===== config.mk =====
export PLATFORM = sky130hd
export DESIGN_NAME = alu_wb_scheduler_flat
export DESIGN_NICKNAME = d
export VERILOG_FILES = /design/src/rtl/alu_wb_scheduler_if.sv /design/src/rtl/alu_wb_scheduler.sv /design/src/flat_wrapper.sv
export SDC_FILE = /design/constraint.sdc
export NUM_CORES = 1
export LEC_CHECK = 0
export BUFFER_PORTS_ARGS = -buffer_cell sky130_fd_sc_hd__buf_4
export CAP_MARGIN = 15
export CORE_MARGIN = 4
export CORE_UTILIZATION = 60
export CTS_BUF_LIST = sky130_fd_sc_hd__clkbuf_4 sky130_fd_sc_hd__clkbuf_8
export CTS_CLUSTER_SIZE = 20
export DETAILED_ROUTE_END_ITERATION = 12
export GPL_ROUTABILITY_DRIVEN = 0
export PLACE_DENSITY = 0.86
export REMOVE_ABC_BUFFERS = 1
export SLEW_MARGIN = 30
export SYNTH_ARGS = -nofsm -noshare
export SYNTH_HDL_FRONTEND = slang
export SYNTH_SLANG_ARGS = --single-unit
export TNS_END_PERCENT = 1

===== constraint.sdc =====
create_clock -name clk -period 5.2 [get_ports clk]
set_clock_uncertainty 0.15 [all_clocks]
set_input_delay 0.78 -clock clk [delete_from_list [all_inputs] [get_ports clk]]
set_output_delay 0.78 -clock clk [all_outputs]
set_load 0.02 [all_outputs]

===== src/rtl/alu_wb_scheduler_if.sv =====
// Issue/writeback bundle between decode and the execute-stage scheduler.
// The master modport is the decode side; the slave modport is the scheduler.
interface alu_wb_scheduler_if #(
   parameter int unsigned REG_ADDR    = 5,
   parameter int unsigned MUL_LATENCY = 5
);
   logic                   issue_valid;
   logic                   issue_is_mul;
   logic                   issue_writes_rd;
   logic [REG_ADDR-1:0]    issue_rd;
   logic [REG_ADDR-1:0]    issue_rs1;
   logic [REG_ADDR-1:0]    issue_rs2;
   logic                   issue_rs1_used;
   logic                   issue_rs2_used;
   logic                   flush;
   logic                   stall;
   logic                   issue_accept;
   logic [MUL_LATENCY-2:0] mul_stage_valid;
   logic                   wb_valid;
   logic [REG_ADDR-1:0]    wb_rd;
   logic                   wb_from_mul;
   logic                   busy;

   modport master (
      output issue_valid, issue_is_mul, issue_writes_rd, issue_rd, issue_rs1, issue_rs2,
             issue_rs1_used, issue_rs2_used, flush,
      input  stall, issue_accept, mul_stage_valid, wb_valid, wb_rd, wb_from_mul, busy
   );

   modport slave (
      input  issue_valid, issue_is_mul, issue_writes_rd, issue_rd, issue_rs1, issue_rs2,
             issue_rs1_used, issue_rs2_used, flush,
      output stall, issue_accept, mul_stage_valid, wb_valid, wb_rd, wb_from_mul, busy
   );
endinterface


===== src/rtl/alu_wb_scheduler.sv =====
// Shares the regfile writeback port between the 1-cycle ALU and the pipelined MUL,
// stalling issue on port collisions and RAW/WAW hazards against in-flight MULs.
// Optional perf counters (stall_cycles_o, mul_issued_o) enabled by ALU_WB_SCHED_PERF_EN.
`ifndef WORD_SIZE
`define WORD_SIZE 32
`endif

module alu_wb_scheduler #(
   parameter int unsigned WORD_SIZE   = `WORD_SIZE,
   parameter int unsigned MUL_LATENCY = 5,
   parameter int unsigned REG_ADDR    = 5
) (
   input  logic                 clk,
   input  logic                 rst,
   alu_wb_scheduler_if.slave    bus
`ifdef ALU_WB_SCHED_PERF_EN
   ,
   output logic [WORD_SIZE-1:0] stall_cycles_o,
   output logic [WORD_SIZE-1:0] mul_issued_o
`endif
);

   localparam int unsigned NSTG = MUL_LATENCY - 1;
   localparam int unsigned LAST = NSTG - 1;

   generate
      if (MUL_LATENCY < 2 || WORD_SIZE == 0) begin : g_bad_param
         $error("alu_wb_scheduler: MUL_LATENCY must be >= 2 and WORD_SIZE > 0");
      end
   endgenerate

   typedef struct packed {
      logic                valid;
      logic [REG_ADDR-1:0] rd;
   } stage_t;

   stage_t              stg_q [NSTG];
   stage_t              stg_d [NSTG];
   logic                wb_valid_q, wb_valid_d;
   logic                wb_from_mul_q, wb_from_mul_d;
   logic [REG_ADDR-1:0] wb_rd_q, wb_rd_d;
   logic [NSTG-1:0]     stage_valid;
   logic                hazard_c, collide_c, stall_c, accept_c, alu_wb_c;

   // Hazard detection against every pending MUL destination.
   always_comb begin
      hazard_c = 1'b0;
      for (int unsigned k = 0; k < NSTG; k++) begin
         if (stg_q[k].valid) begin
            if (bus.issue_rs1_used && bus.issue_rs1 != '0 && bus.issue_rs1 == stg_q[k].rd)
               hazard_c = 1'b1;
            if (bus.issue_rs2_used && bus.issue_rs2 != '0 && bus.issue_rs2 == stg_q[k].rd)
               hazard_c = 1'b1;
            if (bus.issue_writes_rd && bus.issue_rd != '0 && bus.issue_rd == stg_q[k].rd)
               hazard_c = 1'b1;
         end
      end
      // The oldest stage owns next cycle's writeback slot.
      collide_c = ~bus.issue_is_mul & bus.issue_writes_rd & stg_q[LAST].valid;
      stall_c   = bus.issue_valid & ~bus.flush & (hazard_c | collide_c);
      accept_c  = bus.issue_valid & ~bus.flush & ~stall_c;
      alu_wb_c  = accept_c & ~bus.issue_is_mul & bus.issue_writes_rd;
   end

   // Tracker shift and writeback selection.
   always_comb begin
      stg_d[0].valid = accept_c & bus.issue_is_mul;
      stg_d[0].rd    = bus.issue_rd;
      for (int unsigned k = 1; k < NSTG; k++) begin
         stg_d[k] = stg_q[k-1];
      end
      wb_valid_d    = stg_q[LAST].valid | alu_wb_c;
      wb_from_mul_d = stg_q[LAST].valid;
      wb_rd_d       = wb_rd_q;
      if (stg_q[LAST].valid) begin
         wb_rd_d = stg_q[LAST].rd;
      end else if (alu_wb_c) begin
         wb_rd_d = bus.issue_rd;
      end
   end

   always_ff @(posedge clk or posedge rst) begin
      if (rst) begin
         for (int unsigned k = 0; k < NSTG; k++) begin
            stg_q[k] <= '0;
         end
         wb_valid_q    <= 1'b0;
         wb_from_mul_q <= 1'b0;
         wb_rd_q       <= '0;
      end else begin
         for (int unsigned k = 0; k < NSTG; k++) begin
            stg_q[k] <= stg_d[k];
         end
         wb_valid_q    <= wb_valid_d;
         wb_from_mul_q <= wb_from_mul_d;
         wb_rd_q       <= wb_rd_d;
      end
   end

   always_comb begin
      for (int unsigned k = 0; k < NSTG; k++) begin
         stage_valid[k] = stg_q[k].valid;
      end
   end

   assign bus.stall           = stall_c;
   assign bus.issue_accept    = accept_c;
   assign bus.mul_stage_valid = stage_valid;
   assign bus.busy            = |stage_valid;
   assign bus.wb_valid        = wb_valid_q;
   assign bus.wb_rd           = wb_rd_q;
   assign bus.wb_from_mul     = wb_from_mul_q;

`ifdef ALU_WB_SCHED_PERF_EN
   logic [WORD_SIZE-1:0] stall_cnt_q, mul_cnt_q;

   // Saturating event counters.
   always_ff @(posedge clk or posedge rst) begin
      if (rst) begin
         stall_cnt_q <= '0;
         mul_cnt_q   <= '0;
      end else begin
         if (stall_c && stall_cnt_q != '1) stall_cnt_q <= stall_cnt_q + WORD_SIZE'(1);
         if (accept_c && bus.issue_is_mul && mul_cnt_q != '1) mul_cnt_q <= mul_cnt_q + WORD_SIZE'(1);
      end
   end

   assign stall_cycles_o = stall_cnt_q;
   assign mul_issued_o   = mul_cnt_q;
`endif

endmodule


===== src/flat_wrapper.sv =====
// flat-port wrapper written by rule: the top's interface ports become plain ports
module alu_wb_scheduler_flat 
#(
   parameter int unsigned WORD_SIZE   = `WORD_SIZE,
   parameter int unsigned MUL_LATENCY = 5,
   parameter int unsigned REG_ADDR    = 5
)
  (clk, rst, bus_issue_valid, bus_issue_is_mul, bus_issue_writes_rd, bus_issue_rd, bus_issue_rs1, bus_issue_rs2, bus_issue_rs1_used, bus_issue_rs2_used, bus_flush, bus_stall, bus_issue_accept, bus_mul_stage_valid, bus_wb_valid, bus_wb_rd, bus_wb_from_mul, bus_busy);
  alu_wb_scheduler_if #(.REG_ADDR(REG_ADDR), .MUL_LATENCY(MUL_LATENCY)) bus_i ();
  input  logic clk;
  input  logic rst;
  input wire logic [$bits(bus_i.issue_valid)-1:0] bus_issue_valid;
  input wire logic [$bits(bus_i.issue_is_mul)-1:0] bus_issue_is_mul;
  input wire logic [$bits(bus_i.issue_writes_rd)-1:0] bus_issue_writes_rd;
  input wire logic [$bits(bus_i.issue_rd)-1:0] bus_issue_rd;
  input wire logic [$bits(bus_i.issue_rs1)-1:0] bus_issue_rs1;
  input wire logic [$bits(bus_i.issue_rs2)-1:0] bus_issue_rs2;
  input wire logic [$bits(bus_i.issue_rs1_used)-1:0] bus_issue_rs1_used;
  input wire logic [$bits(bus_i.issue_rs2_used)-1:0] bus_issue_rs2_used;
  input wire logic [$bits(bus_i.flush)-1:0] bus_flush;
  output wire logic [$bits(bus_i.stall)-1:0] bus_stall;
  output wire logic [$bits(bus_i.issue_accept)-1:0] bus_issue_accept;
  output wire logic [$bits(bus_i.mul_stage_valid)-1:0] bus_mul_stage_valid;
  output wire logic [$bits(bus_i.wb_valid)-1:0] bus_wb_valid;
  output wire logic [$bits(bus_i.wb_rd)-1:0] bus_wb_rd;
  output wire logic [$bits(bus_i.wb_from_mul)-1:0] bus_wb_from_mul;
  output wire logic [$bits(bus_i.busy)-1:0] bus_busy;
  assign bus_i.issue_valid = bus_issue_valid;
  assign bus_i.issue_is_mul = bus_issue_is_mul;
  assign bus_i.issue_writes_rd = bus_issue_writes_rd;
  assign bus_i.issue_rd = bus_issue_rd;
  assign bus_i.issue_rs1 = bus_issue_rs1;
  assign bus_i.issue_rs2 = bus_issue_rs2;
  assign bus_i.issue_rs1_used = bus_issue_rs1_used;
  assign bus_i.issue_rs2_used = bus_issue_rs2_used;
  assign bus_i.flush = bus_flush;
  assign bus_stall = bus_i.stall;
  assign bus_issue_accept = bus_i.issue_accept;
  assign bus_mul_stage_valid = bus_i.mul_stage_valid;
  assign bus_wb_valid = bus_i.wb_valid;
  assign bus_wb_rd = bus_i.wb_rd;
  assign bus_wb_from_mul = bus_i.wb_from_mul;
  assign bus_busy = bus_i.busy;
  alu_wb_scheduler #(.WORD_SIZE(WORD_SIZE), .MUL_LATENCY(MUL_LATENCY), .REG_ADDR(REG_ADDR)) u_core (.clk(clk), .rst(rst), .bus(bus_i));
endmodule

==> impl_metrics.json <==
{
  "rows": 20,
  "cap_violations": 0,
  "synth.distinct_cells": 28,
  "synth-async-reset-ratio_pct": 100,
  "critPathLaunchType": "primary input",
  "crit_path_max_fanout": 5,
  "grt_pass1_vias": 1386,
  "grt.overflow.total": 0,
  "drt-initial-drc-count": 104,
  "avgSynthCellArea_sq_um": 10.3,
  "cts_max_path_buffers": 2,
  "yosysSeqAreaShare_pct": 39.7,
  "synth_area_sq_um": 1950,
  "vias": 1434,
  "fin_ws_ps": 1590,
  "period_minus_slack_ps": 3610,
  "wire_per_inst_microns": 17.5,
  "numClockSinks": 31,
  "critPathKind": "in -> out",
  "peakVddDrop_mv": 0.141,
  "synth_edf_count": 0,
  "clkTransAtPathRegs_ps": 100,
  "dp_hpwl_microns": 3370,
  "h-tree-depth": 2,
  "final_max_slew_viol_count": 0,
  "drc": 0,
  "firstDrtPassIters": 4,
  "arrival_ps": 2680,
  "antenna_left": 0,
  "p_leak_nw": 0.968,
  "fin_crit_sh_pct": 69.5,
  "floorplan.die_area_sq_um": 4230,
  "postCtsSetupBuffers": 0,
  "final_nets": 229,
  "p_total_uw": 576,
  "io_buffers": 36,
  "slew_headroom_pct": 52.7,
  "die_x_microns": 65.1,
  "antenna_found_initial": 0,
  "swShare_pct": 31.5,
  "fp.dieH_microns": 65.1,
  "area_growth_syn_to_layout_pct": 12.8,
  "diodes": 0,
  "yosysTopAreaCellShare_pct": 39.7,
  "cts_resized": 0,
  "synthCells": 189,
  "p_comb_share_pct": 25.3,
  "start_util_pct": 63.5,
  "end_kind": "output port",
  "fin_util_pct": 71.6,
  "numCtsBuffers": 5,
  "pre_cts_slack_ps": 1610,
  "netlist_top_cells_area": "dfrtp_1, xor2_1, xnor2_1",
  "core_area_sq_um": 3080,
  "power.internal_uw": 394,
  "grt_pass1_wl_microns": 6930,
  "hold_path.class": "reg -> reg",
  "clock_latency_ps": 340,
  "totalWireLength_microns": 4400,
  "p_seq_share_pct": 50.2,
  "synthFlopType": "dfrtp_1",
  "powerDensity_nw_per_um2": 261,
  "io-pin-count": 37,
  "clock.fmax_ghz": 0.277,
  "cts_hold_buf": 0,
  "yosys_warnings": 0,
  "clock_power_share_pct": 24.5,
  "fin_setup_tns_ps": 0,
  "ys_seq_elements": 31,
  "p_sw_uw": 181,
  "cts_tree": "done",
  "drive_gt1_share_pct": 23.7,
  "rsz0062_at_grt": "false",
  "viasPerCell": 5.71,
  "grt_max_degree": 32,
  "cts-root-buf": "clkbuf_4",
  "setup_violations": 0,
  "synth.largest_area_cell": "dfrtp_1",
  "cp.required_ps": 4270,
  "worst_slew_pin_slew_ps": 710,
  "grt_use_total_pct": 22.3,
  "finalHoldViolations": 0,
  "status": "complete, no violations"
}
## logic make-up after synthesis
kind of cell | Yosys count | synth area share, %
flops | 31 | 39.7
mux | 15 | 7.69
simple gates | 39 | 12.2
xor+xnor | 60 | 26.9
compound gates | 16 | 6.34
buf+inv | 28 | 7.17
## worst max-delay path, cell delays in order
cell	delay, ps
buf_4	140
or4_1	570
o21ai_1	250
nor4_1	130
o31ai_1	400
inv_1	70
o21a_1	190
buf_4	150
## power groups by stage
stage	clock network [mW]	registers (mW)	logic [mW]
final	0.141	0.289	0.146
after floorplan	0	0.301	0.0718
after CTS	0.148	0.288	0.146
after detailed placement	0	0.293	0.146
after global placement	0	0.292	0.141
after global routing	0.158	0.292	0.158
## through the flow
stage	hold WS [ps]	cells	area [sq um]
3_3_place_gp	317	243	2150
2_1_floorplan	293	163	1820
4_1_cts	315	251	2200
6_report	315	251	2200
5_1_grt	335	251	2200
3_5_place_dp	313	243	2150
## metal layers
layer	up-vias	routed length, microns	global-route usage, %
li1	663	-	-
met1	704	1870	29.0
met2	50	2130	34.7
met3	17	255	5.37
met4	0	153	10.9
met5	-	0	0
## state kept, by name, indices dropped and copies added (netlist names)
name,flops
u_core.bus.mul_stage_valid,3
u_core.bus.wb_from_mul,1
u_core.bus.wb_rd,5
u_core.bus.wb_valid,1
u_core.stg_d,15
u_core.stg_q,5
u_core.wb_from_mul_d,1
## worst paths after layout
kind                                  startpoint                  end  slack (ps)  depth (start not counted)
worst max-delay path            bus_issue_rs1[1]            bus_stall        1590                          8
worst min-delay path             u_core.stg_d[4]      u_core.stg_q[4]         320                          0
worst max register to register   u_core.stg_d[9]  u_core.bus.wb_rd[3]        3050                          6
worst min register to register   u_core.stg_d[4]      u_core.stg_q[4]         320                          0
max in group asynchronous                    rst      u_core.stg_d[4]        4110                          2
min in group asynchronous                    rst      u_core.stg_d[3]         370                          2
## synthesized netlist by cell type (2+ instances only)
cell type and n:
a21oi_1 5, inv_1 2, clkbuf_1 15, nand3_1 5, xnor2_1 21, and3_1 3, o31ai_1 2, xor2_1 39
mux2i_1 15, nor2b_1 2, nor2_1 7, o21a_1 2, and2_1 3, or4_1 4, nor4_1 11, o21ai_1 2
dfrtp_1 31, a32oi_1 2, buf_2 4, buf_4 6
## final cells by class
cell class	instances	area, sq um
multi-input combinational	130	1040
tap	44	55.1
timing repair buffer	36	270
inverter	2	7.51
clock inverter	1	5.00
clock buffer	7	52.6
sequential	31	776
fill	228	875
## layout by cell type (no fill, tap or decap)
master,synthesis,layout
clkinv_2,0,1
mux2i_1,15,15
o31ai_1,2,2
and4_4,1,1
nor2_1,7,7
o21a_1,2,2
o21ai_1,2,2
nor4_1,11,11
and3_1,3,3
a41o_2,1,1
nand3_4,1,1
nand3_1,5,5
nor2b_1,2,2
xor2_1,39,39
o31ai_4,1,1
nor3_1,1,1
nand2_1,1,1
inv_1,2,1
clkbuf_4,0,7
o22a_1,1,1
or4_1,4,4
xnor2_1,21,21
and2_1,3,3
inv_2,0,1
a21oi_1,5,5
a32oi_1,2,2
buf_4,6,36
dfrtp_1,31,31
No activity file was read; power rests on OpenSTA's default activity.
